File: config.mk
export PLATFORM = sky130hd
export DESIGN_NAME = sysid_verify_master
export DESIGN_NICKNAME = d
export VERILOG_FILES = /design/src/rtl/sysid_verify_pkg.sv /design/src/rtl/sysid_read_txn.sv /design/src/rtl/sysid_verify_master.sv
export SDC_FILE = /design/constraint.sdc
export NUM_CORES = 1
export LEC_CHECK = 0
export CELL_PAD_IN_SITES_DETAIL_PLACEMENT = 0
export CELL_PAD_IN_SITES_GLOBAL_PLACEMENT = 2
export CORE_UTILIZATION = 25
export CTS_CLUSTER_DIAMETER = 30
export DETAILED_ROUTE_END_ITERATION = 10
export GPL_ROUTABILITY_DRIVEN = 1
export PLACE_DENSITY = 0.75
export SYNTH_ARGS = -nofsm -noshare
export SYNTH_HDL_FRONTEND = slang
export SYNTH_SLANG_ARGS = --single-unit
File: constraint.sdc
create_clock -name clock -period 2.04 [get_ports clock]
set_input_delay 0.408 -clock clock [delete_from_list [all_inputs] [get_ports clock]]
set_output_delay 0.408 -clock clock [all_outputs]
set_load 0.02 [all_outputs]
File: src/rtl/sysid_verify_pkg.sv
// -----------------------------------------------------------------------------
// sysid_verify_pkg
// Shared definitions for the system-ID verify master:
//   - state_t     : top-level sequencing states (3-bit encoding)
//   - ADDR_ID/TS  : word addresses of the system-ID slave
//   - MAX_RETRIES : retry limit used when SYSID_VERIFY_RETRY_EN is defined
// -----------------------------------------------------------------------------
package sysid_verify_pkg;

  typedef enum logic [2:0] {
    IDLE    = 3'd0,
    ID_REQ  = 3'd1,
    ID_WAIT = 3'd2,
    TS_REQ  = 3'd3,
    TS_WAIT = 3'd4,
    DONE    = 3'd5
  } state_t;

  localparam logic ADDR_ID = 1'b0;
  localparam logic ADDR_TS = 1'b1;

  localparam int unsigned MAX_RETRIES = 3;

  // True while a read is in flight (request or response phase).
  function automatic logic is_read_state(input state_t s);
    return (s == ID_REQ) || (s == ID_WAIT) || (s == TS_REQ) || (s == TS_WAIT);
  endfunction

  // True while the read request is being presented on the bus.
  function automatic logic is_req_state(input state_t s);
    return (s == ID_REQ) || (s == TS_REQ);
  endfunction

endpackage

File: src/rtl/sysid_read_txn.sv
// -----------------------------------------------------------------------------
// sysid_read_txn
// One Avalon-MM read: request handshake decode, response capture strobe and
// the per-read timeout counter. The owning FSM says which phase it is in; this
// block says what happened on the bus this cycle.
//
// Parameters:
//   TIMEOUT_CYCLES : cycles allowed per read (>= 2)
//   CNT_W          : counter width, 2**CNT_W >= TIMEOUT_CYCLES
// Ports:
//   clock, reset_n     : clock, synchronous active-low reset
//   i_clear            : a REQ state is being entered this edge
//   i_active           : owner is in a REQ or WAIT state
//   i_req              : owner is in a REQ state (avm_read asserted)
//   avm_waitrequest    : slave stall
//   avm_readdatavalid  : response strobe
//   avm_readdata       : response data
//   o_accept           : request accepted this cycle
//   o_valid            : response captured this cycle
//   o_timeout          : read expired this cycle without a response
//   o_data             : response data to capture
// -----------------------------------------------------------------------------
module sysid_read_txn
  import sysid_verify_pkg::*;
#(
  parameter int unsigned TIMEOUT_CYCLES = 256,
  parameter int unsigned CNT_W          = 8
) (
  input  logic        clock,
  input  logic        reset_n,
  input  logic        i_clear,
  input  logic        i_active,
  input  logic        i_req,
  input  logic        avm_waitrequest,
  input  logic        avm_readdatavalid,
  input  logic [31:0] avm_readdata,
  output logic        o_accept,
  output logic        o_valid,
  output logic        o_timeout,
  output logic [31:0] o_data
);

  localparam logic [CNT_W-1:0] LAST_CNT = CNT_W'(TIMEOUT_CYCLES - 1);

  logic [CNT_W-1:0] r_cnt;

  // Counter value seen in cycle k after REQ entry is k, so the read expires
  // on the TIMEOUT_CYCLES-th edge after entry.
  // NOTE: sequential state uses non-blocking assignments so every flop
  // samples pre-edge values regardless of process evaluation order.
  always_ff @(posedge clock) begin
    if (!reset_n) begin
      r_cnt <= '0;
    end else if (i_clear || !i_active) begin
      r_cnt <= '0;
    end else begin
      r_cnt <= r_cnt + 1'b1;
    end
  end

  assign o_accept  = i_req & ~avm_waitrequest;
  // Strobes outside a read are dropped here, so IDLE/DONE never capture.
  assign o_valid   = i_active & avm_readdatavalid;
  // A response on the expiry cycle wins over the timeout.
  assign o_timeout = i_active & (r_cnt == LAST_CNT) & ~o_valid;
  assign o_data    = avm_readdata;

endmodule

File: src/rtl/sysid_verify_master.sv
// -----------------------------------------------------------------------------
// sysid_verify_master
// Avalon-MM read master that, on a start pulse, reads word 0 (system ID) and
// word 1 (build timestamp) from the system-ID slave, compares them against the
// expected constants and reports the result to boot/status logic.
//
// Optional feature macro: SYSID_VERIFY_RETRY_EN
//   Defined   : a failing or timed-out sequence restarts from ID_REQ up to
//               MAX_RETRIES times; retry_cnt output reports retries taken.
//   Undefined : single pass, no retry_cnt port.
//
// Parameters:
//   EXPECTED_ID, EXPECTED_TIMESTAMP : reference values for words 0 and 1
//   TIMEOUT_CYCLES (>= 2), CNT_W (2**CNT_W >= TIMEOUT_CYCLES)
// Ports:
//   clock, reset_n     : clock, synchronous active-low reset
//   start              : single-cycle pulse, ignored while busy
//   avm_*              : Avalon-MM read master interface
//   busy               : sequence in progress
//   done               : sequence finished, held until next start
//   id_ok, ts_ok       : captured word matched its expected value
//   timeout            : a read expired before its response
//   id_value, ts_value : captured words
//   retry_cnt          : retries taken (SYSID_VERIFY_RETRY_EN only)
//
// Timing with a zero-wait slave and readdatavalid one cycle after acceptance:
// start sampled on edge 1, done visible after edge 5.
// -----------------------------------------------------------------------------
module sysid_verify_master
  import sysid_verify_pkg::*;
#(
  parameter logic [31:0] EXPECTED_ID        = 32'h0000_0000,
  parameter logic [31:0] EXPECTED_TIMESTAMP = 32'd1417485996,
  parameter int unsigned TIMEOUT_CYCLES     = 256,
  parameter int unsigned CNT_W              = 8
) (
  input  logic        clock,
  input  logic        reset_n,
  input  logic        start,
  output logic        avm_address,
  output logic        avm_read,
  input  logic        avm_waitrequest,
  input  logic [31:0] avm_readdata,
  input  logic        avm_readdatavalid,
  output logic        busy,
  output logic        done,
  output logic        id_ok,
  output logic        ts_ok,
  output logic        timeout,
  output logic [31:0] id_value,
  output logic [31:0] ts_value
`ifdef SYSID_VERIFY_RETRY_EN
  ,
  output logic [1:0]  retry_cnt
`endif
);

  state_t      r_state;
  state_t      w_next;

  logic        w_active;
  logic        w_in_req;
  logic        w_accept;
  logic        w_valid;
  logic        w_expire;
  logic [31:0] w_data;

  logic        w_start;
  logic        w_cap_id;
  logic        w_cap_ts;
  logic        w_set_to;
  logic        w_end;
  logic        w_enter_req;
  logic        w_clear;
  logic        w_id_match;
  logic        w_ts_match;

  logic        r_id_ok;
  logic        r_ts_ok;
  logic        r_timeout;
  logic [31:0] r_id_value;
  logic [31:0] r_ts_value;

`ifdef SYSID_VERIFY_RETRY_EN
  logic        w_fail;
  logic        w_retry;
  logic [1:0]  r_retry_cnt;
`endif

  assign w_active = is_read_state(r_state);
  assign w_in_req = is_req_state(r_state);

  sysid_read_txn #(
    .TIMEOUT_CYCLES (TIMEOUT_CYCLES),
    .CNT_W          (CNT_W)
  ) u_txn (
    .clock             (clock),
    .reset_n           (reset_n),
    .i_clear           (w_enter_req),
    .i_active          (w_active),
    .i_req             (w_in_req),
    .avm_waitrequest   (avm_waitrequest),
    .avm_readdatavalid (avm_readdatavalid),
    .avm_readdata      (avm_readdata),
    .o_accept          (w_accept),
    .o_valid           (w_valid),
    .o_timeout         (w_expire),
    .o_data            (w_data)
  );

  assign w_id_match = (w_data == EXPECTED_ID);
  assign w_ts_match = (w_data == EXPECTED_TIMESTAMP);

  // State register
  always_ff @(posedge clock) begin
    if (!reset_n) begin
      r_state <= IDLE;
    end else begin
      r_state <= w_next;
    end
  end

  // Next-state and control decode
  always_comb begin
    // NOTE: every signal gets a default before the case so no path leaves
    // one unassigned, which would otherwise infer a latch.
    w_next   = r_state;
    w_start  = 1'b0;
    w_cap_id = 1'b0;
    w_cap_ts = 1'b0;
    w_set_to = 1'b0;
    w_end    = 1'b0;
`ifdef SYSID_VERIFY_RETRY_EN
    w_fail   = 1'b0;
    w_retry  = 1'b0;
`endif

    case (r_state)
      IDLE, DONE: begin
        if (start) begin
          w_start = 1'b1;
          w_next  = ID_REQ;
        end
      end
      ID_REQ, ID_WAIT: begin
        if (w_valid) begin
          w_cap_id = 1'b1;
          w_next   = TS_REQ;
        end else if (w_expire) begin
          w_set_to = 1'b1;
          w_end    = 1'b1;
        end else if ((r_state == ID_REQ) && w_accept) begin
          w_next = ID_WAIT;
        end
      end
      TS_REQ, TS_WAIT: begin
        if (w_valid) begin
          w_cap_ts = 1'b1;
          w_end    = 1'b1;
        end else if (w_expire) begin
          w_set_to = 1'b1;
          w_end    = 1'b1;
        end else if ((r_state == TS_REQ) && w_accept) begin
          w_next = TS_WAIT;
        end
      end
      default: begin
        w_next = IDLE;
      end
    endcase

    if (w_end) begin
      w_next = DONE;
    end

`ifdef SYSID_VERIFY_RETRY_EN
    // The ID verdict is already registered; the TS verdict is this cycle's.
    w_fail = w_set_to | (w_cap_ts & ~(r_id_ok & w_ts_match));
    if (w_end && w_fail && (r_retry_cnt < 2'(MAX_RETRIES))) begin
      w_retry = 1'b1;
      w_next  = ID_REQ;
    end
`endif
  end

`ifdef SYSID_VERIFY_RETRY_EN
  assign w_enter_req = w_start | w_cap_id | w_retry;
  assign w_clear     = w_start | w_retry;
`else
  assign w_enter_req = w_start | w_cap_id;
  assign w_clear     = w_start;
`endif

  // Result registers; a new pass wipes the previous pass's results.
  always_ff @(posedge clock) begin
    if (!reset_n) begin
      r_id_ok    <= 1'b0;
      r_ts_ok    <= 1'b0;
      r_timeout  <= 1'b0;
      r_id_value <= '0;
      r_ts_value <= '0;
    end else if (w_clear) begin
      r_id_ok    <= 1'b0;
      r_ts_ok    <= 1'b0;
      r_timeout  <= 1'b0;
      r_id_value <= '0;
      r_ts_value <= '0;
    end else begin
      if (w_cap_id) begin
        r_id_value <= w_data;
        r_id_ok    <= w_id_match;
      end
      if (w_cap_ts) begin
        r_ts_value <= w_data;
        r_ts_ok    <= w_ts_match;
      end
      if (w_set_to) begin
        r_timeout <= 1'b1;
      end
    end
  end

`ifdef SYSID_VERIFY_RETRY_EN
  always_ff @(posedge clock) begin
    if (!reset_n) begin
      r_retry_cnt <= '0;
    end else if (w_start) begin
      r_retry_cnt <= '0;
    end else if (w_retry) begin
      r_retry_cnt <= r_retry_cnt + 1'b1;
    end
  end

  assign retry_cnt = r_retry_cnt;
`endif

  // Address and read follow the state directly, so they stay put while the
  // slave stalls and drop on the edge that leaves a REQ state.
  assign avm_read    = w_in_req;
  assign avm_address = ((r_state == TS_REQ) || (r_state == TS_WAIT)) ? ADDR_TS : ADDR_ID;

  assign busy     = w_active;
  assign done     = (r_state == DONE);
  assign id_ok    = r_id_ok;
  assign ts_ok    = r_ts_ok;
  assign timeout  = r_timeout;
  assign id_value = r_id_value;
  assign ts_value = r_ts_value;

endmodule
==> results of run 1 <==
[kinds of logic after synthesis]
kind of cell / synth area share
AO/OA/AOI/OAI: 0.1962
XOR/XNOR: 0.02641
adder cells (fa/ha/maj): 0.004192
buffers and inverters: 0.03773
flip-flops: 0.5233
multiplexers: 0.003773
AND/OR/NAND/NOR: 0.2084
[cell type report]
class / instances / area, um^2 / share of cell area
tap: 143 / 178.9 / 0.03627
clock buffer: 10 / 229.0 / 0.04641
sequential: 78 / 1563 / 0.3168
inverter: 3 / 11.26 / 0.002283
timing repair buffer: 160 / 1530 / 0.3102
multi-input combinational: 223 / 1351 / 0.2739
clock inverter: 6 / 70.07 / 0.01420
[per-stage QoR]
step	util	power, mW	cell area, um^2	cells
2_1_floorplan	-	3.031	2984	326
3_3_place_gp	0.4019	4.173	4628	607
3_5_place_dp	0.4019	4.185	4628	607
4_1_cts	0.4276	5.799	4925	623
5_1_grt	0.4284	6.047	4933	623
6_report	0.4284	5.711	4933	623
[final timing paths]
path | startpoint | end | slack, ns | cells after the start
max | avm_readdata[7] | ts_ok | 0.1 | 5
min reg2reg | ts_value[2] | ts_value[2] | 0.45 | 2
max reg2reg | r_state[2] | r_state[1] | 0.34 | 6
min | ts_value[2] | ts_value[2] | 0.45 | 2
[repair_timing]
item,4_1_cts,5_1_grt
resized for setup,4,2
endpoints found under the hold margin,0,0
setup endpoints to repair,3,2
[flip-flops by register name, summed over array words and instances (netlist names)]
signal	cells
r_state	3
timeout	1
id_value	32
u_txn.r_cnt	8
id_ok	1
ts_ok	1
ts_value	32
[placed cells by master, fill, tap and decap left out, types with 4 or more instances in the layout]
cell	instances
dfxtp_1	77
buf_4	48
nor2_1	6
and3_1	11
nor3_1	5
buf_12	5
nand2b_1	5
xnor2_1	5
nand4_1	5
nand2_1	69
a21oi_1	37
clkdlybuf4s50_1	103
a22o_1	32
nor4_1	7
nand3_1	6
clkbuf_16	9
xor2_1	4
[cell usage after synthesis (2+ instances only)]
master / number / area share
or4_1: 2 / 0.0050
nor2b_1: 2 / 0.0042
nand2_1: 69 / 0.087
nor4_1: 8 / 0.017
a22o_1: 32 / 0.094
clkbuf_1: 12 / 0.015
and3b_1: 2 / 0.0059
xnor2_1: 5 / 0.015
nand2b_1: 5 / 0.010
dfxtp_1: 78 / 0.52
nor2_1: 6 / 0.0075
o31a_1: 2 / 0.0059
nor3_1: 5 / 0.0084
a31oi_1: 2 / 0.0042
and3_1: 11 / 0.023
nand4_1: 5 / 0.010
a21oi_1: 37 / 0.062
nand3_1: 6 / 0.010
o22ai_1: 2 / 0.0042
buf_2: 9 / 0.015
inv_1: 3 / 0.0038
and2_1: 2 / 0.0042
xor2_1: 4 / 0.012
[layer usage]
layer,vias to the layer above,global-route usage,wire length (um)
li1,1460,-,-
met1,1357,0.2053,4524
met2,86,0.2525,4292
met3,10,0.05303,662
met4,0,0.04414,104
met5,-,0,0
[critical path: cells and delay by family]
family | cells | cell delay (ns)
AND/OR/NAND/NOR | 3 | 1.13
buffers and inverters | 1 | 0.51
AO/OA/AOI/OAI | 1 | 0.15
[power by group through the flow]
stage	logic (mW)	registers (mW)	clock network [mW]
after floorplan	0.938	2.09	0
after CTS	2.24	1.90	1.66
after global routing	2.40	1.93	1.72
final	2.21	1.90	1.60
after detailed placement	2.26	1.93	0
after global placement	2.25	1.93	0
==> impl_metrics.yaml, run 1 <==
layout:
  antenna_cells: 0
  syn_to_final_growth_pct: 65.32
  finalNetCount: 513
  nFillCells: 1153
  layout-drive-gt1-share: 0.1583
clocking:
  numClockSinks: 78
  clockRootBuffer: "clkbuf_16"
  clkLatencyLatePin_ns: 0.33
  clkTransAtPathRegs_ns: 0.06
  h-tree-depth: 3
  cts_tree: "done"
  cts_made_buffers: 9
  clock_path_buffers: 2
  postCtsHoldBufs: 0
  post_cts_buffers: 0
sta:
  finalWorstSetupSlack_ns: 0.09911
  period_share: 0.9514
  holdWs_ns: 0.4531
  fin_tns_setup_ns: 0
  tightestPinTransition_ns: 0.4340
  grt_setup_unrepaired: "false"
  fmax_mhz: 515.2
  slew_headroom: 0.7080
  clock_skew_ns: 0.007128
  drv_slew: 0
  fin_crit_ns: 1.941
  final_hold_viol_count: 0
  finalSetupViolations: 0
power_and_ir_drop:
  clock_power_share: 0.281
  power.switching_mw: 2.005
  p_seq_frac: 0.332
  power.density_mw_per_mm2: 1158
  switching_share: 0.3512
  ir_drop_mv: 0.4515
  pwr-share-comb: 0.387
  internal_power_mw: 3.705
  leakagePower_nw: 1.890
floorplan:
  rows: 39
  chipHeight_um: 111.3
  start_util: 0.2591
  coreArea_mm2: 0.01152
  die_width_um: 111.3
  design.die.area_mm2: 0.01238
  io_pins: 108
worst_setup_path:
  crit_path_max_fanout: 2
  cp_common_cell: "or4_1"
  crit_type: "input port to flop"
  worstPathRequired_ns: 2.30
  endpoint_kind: "flop"
  path_cells: "clkdlybuf4s50_1 -> nand4_1 -> or4_1 -> or4_1 -> a21oi_1"
  arrival_ns: 2.20
  worstSetupStartpointType: "input port"
  slowest_delay_ns: 0.51
  slowest_stage: "clkdlybuf4s50_1"
placement:
  routabilityCongestion: 0.8038
  dp_slack_ns: -0.2816
  hpwl_mm: 6.729
  io_buffers: 107
detailed_routing:
  via_count: 2913
  drc: 14
  wl_mm: 9.583
  drt_iter0_drc: 156
  drtPass1Iterations: 9
  ant_nets: 0
  via_per_inst: 4.676
  wire_per_inst_um: 15.38
global_routing:
  grt_max_degree: 42
  grt_pass1_vias: 2888
  grt_pass1_wl_mm: 15.48
  antenna_found_initial: 0
  track_usage: 0.1592
  overflow: 0
min_path:
  hp-class: "flop to flop"
flow_run:
  max_cap_violations: 0
yosys:
  syn_nets: 364
  synth_cell_types: 40
  yosysWarningCount: 0
  syn-instance-count: 326
  netlist_area_mm2: 0.002984
  syn_area_per_cell_um2: 9.154
  synth-edff-count: 0
  synthFlopType: "dfxtp_1"
  async_flop_share: 0
  ys_ff_latch: 78
  seq_area_frac_synth: 0.5233
run_status:
  status: "complete, but fails checks"
  violations: "design-rule violations"
Power figures use the tool's default switching activity.
==> run 2, diff against run 1 <==
--- a/config.mk
+++ b/config.mk
@@ -11,7 +11,7 @@
 export CTS_CLUSTER_DIAMETER = 30
 export DETAILED_ROUTE_END_ITERATION = 10
 export GPL_ROUTABILITY_DRIVEN = 1
-export PLACE_DENSITY = 0.75
+export PLACE_DENSITY = 0.77
 export SYNTH_ARGS = -nofsm -noshare
 export SYNTH_HDL_FRONTEND = slang
 export SYNTH_SLANG_ARGS = --single-unit
==> run 2 against run 1 <==
Compared with the run above:
- the flow still finishes with violations (design-rule violations)
- sequential cell count stayed put
- utilization is 0.60 points lower
- global-route usage up 0.30 points
- clock power shrank 6%
- total power down 2.4%
- fmax is 1.4% lower
==> impl_metrics.yaml, run 2 (synthesis results as in run 1) <==
clocking:
  h-tree-depth: 3
  post_cts_buffers: 0
  cts_tree: "done"
  cts_resized: 5
  cts_made_buffers: 9
  numClockSinks: 78
  postCtsHoldBufs: 0
  clock_path_buffers: 2
  clkTransAtPathRegs_ns: 0.06
  clockRootBuffer: "clkbuf_16"
  clkLatencyLatePin_ns: 0.32
floorplan:
  coreArea_mm2: 0.01152
  rows: 39
  io_pins: 108
  start_util: 0.2591
  design.die.area_mm2: 0.01238
  die_width_um: 111.3
  chipHeight_um: 111.3
worst_setup_path:
  endpoint_kind: "flop"
  worstPathRequired_ns: 2.29
  ff2ff_path_depth: 6
  slowest_delay_ns: 0.53
  cp_common_cell: "or4_1"
  worstSetupStartpointType: "input port"
  path_cells: "clkdlybuf4s50_1 -> nand4_1 -> or4_1 -> or4_1 -> a21oi_1"
  arrival_ns: 2.22
  crit_type: "input port to flop"
  slowest_stage: "clkdlybuf4s50_1"
  crit_path_max_fanout: 4
global_routing:
  track_usage: 0.1623
  grt_pass1_vias: 2916
  grt_pass1_wl_mm: 15.54
  grt_max_degree: 42
  antenna_found_initial: 0
  overflow: 0
placement:
  routabilityCongestion: 0.7720
  dp_slack_ns: -0.2631
  hpwl_mm: 6.811
  io_buffers: 107
flow_run:
  max_cap_violations: 0
detailed_routing:
  via_count: 2875
  drtPass1Iterations: 8
  via_per_inst: 4.652
  wl_mm: 9.640
  drc: 10
  drt_iter0_drc: 130
  wire_per_inst_um: 15.60
  ant_nets: 0
sta:
  drv_slew: 0
  finalSetupViolations: 0
  finalWorstSetupSlack_ns: 0.07094
  fin_crit_ns: 1.969
  tightestPinTransition_ns: 0.4388
  grt_setup_unrepaired: "false"
  holdWs_ns: 0.4526
  clock_skew_ns: 0.003031
  slew_headroom: 0.7048
  period_share: 0.9652
  fmax_mhz: 507.9
  fin_tns_setup_ns: 0
  final_hold_viol_count: 0
layout:
  nFillCells: 1149
  syn_to_final_growth_pct: 63.02
  seqCellArea_mm2: 0.001563
  finalNetCount: 508
  final_util: 0.4224
  multi_input_area_mm2: 0.001344
  final_cell_mix: "clkdlybuf4s50_1 (103), dfxtp_1 (77), nand2_1 (69), buf_4 (43), a21oi_1 (37)"
  layout_commonest_cell: "clkdlybuf4s50_1"
  layout-drive-gt1-share: 0.1474
  antenna_cells: 0
power_and_ir_drop:
  leakagePower_nw: 1.851
  ir_drop_mv: 0.4368
  fin_total_pwr_mw: 5.572
  power.density_mw_per_mm2: 1145
run_status:
  violations: "design-rule violations"
  status: "complete, but fails checks"
min_path:
  hold_depth: 2
  hp-class: "flop to flop"
[run 2: changes by cell type in the layout (fill, tap and decap cells not counted), sizes merged]
cell / delta
buf: -5
bufinv: -1
clkbuf: +3
clkinv: -1
dlygate4sd2: +1
dlymetal6s2s: -1
inv: -1
[run 2: power by group]
| group | switching (mW) | total [mW] | internal [mW] |
|---|---|---|---|
| sequential | 0.158 | 1.90 | 1.75 |
| clock | 0.609 | 1.50 | 0.890 |
| combinational | 1.19 | 2.17 | 0.979 |
| total | 1.96 | 5.57 | 3.61 |
[run 2: metrics by stage]
stage,instances,cell area (um^2)
4_1_cts,618,4858
3_5_place_dp,602,4583
3_3_place_gp,602,4583
6_report,618,4865
5_1_grt,618,4865
2_1_floorplan,326,2984
[run 2: critical path: cells and delay by family]
| kind | cells | cell delay (ns) |
|---|---|---|
| and+or+nand+nor | 3 | 1.14 |
| buffers and inverters | 1 | 0.53 |
| AOI/OAI and AO/OA | 1 | 0.15 |
[run 2: worst paths after layout]
| check | from | endpoint | slack (ns) |
|---|---|---|---|
| worst max register to register | r_state[2] | ts_value[21] | 0.27 |
| worst min-delay path | ts_value[16] | ts_value[16] | 0.45 |
| worst min register to register | ts_value[16] | ts_value[16] | 0.45 |
| worst max-delay path | avm_readdata[9] | ts_ok | 0.07 |
[run 2: final cells by class]
cell class / instances / share of cell area
well taps: 143 / 0.03678
multi-input cells: 223 / 0.2762
flip-flops and latches: 78 / 0.3212
clock buffers: 13 / 0.05350
repair buffers: 155 / 0.3061
clock inverters: 3 / 0.003858
inverters: 3 / 0.002315
[run 2: per-layer routing]
layer	track usage	wire [um]	vias up
li1	-	-	1449
met1	0.2138	4663	1342
met2	0.2533	4311	77
met3	0.04483	577	7
met4	0.05676	87	0
met5	0	0	-
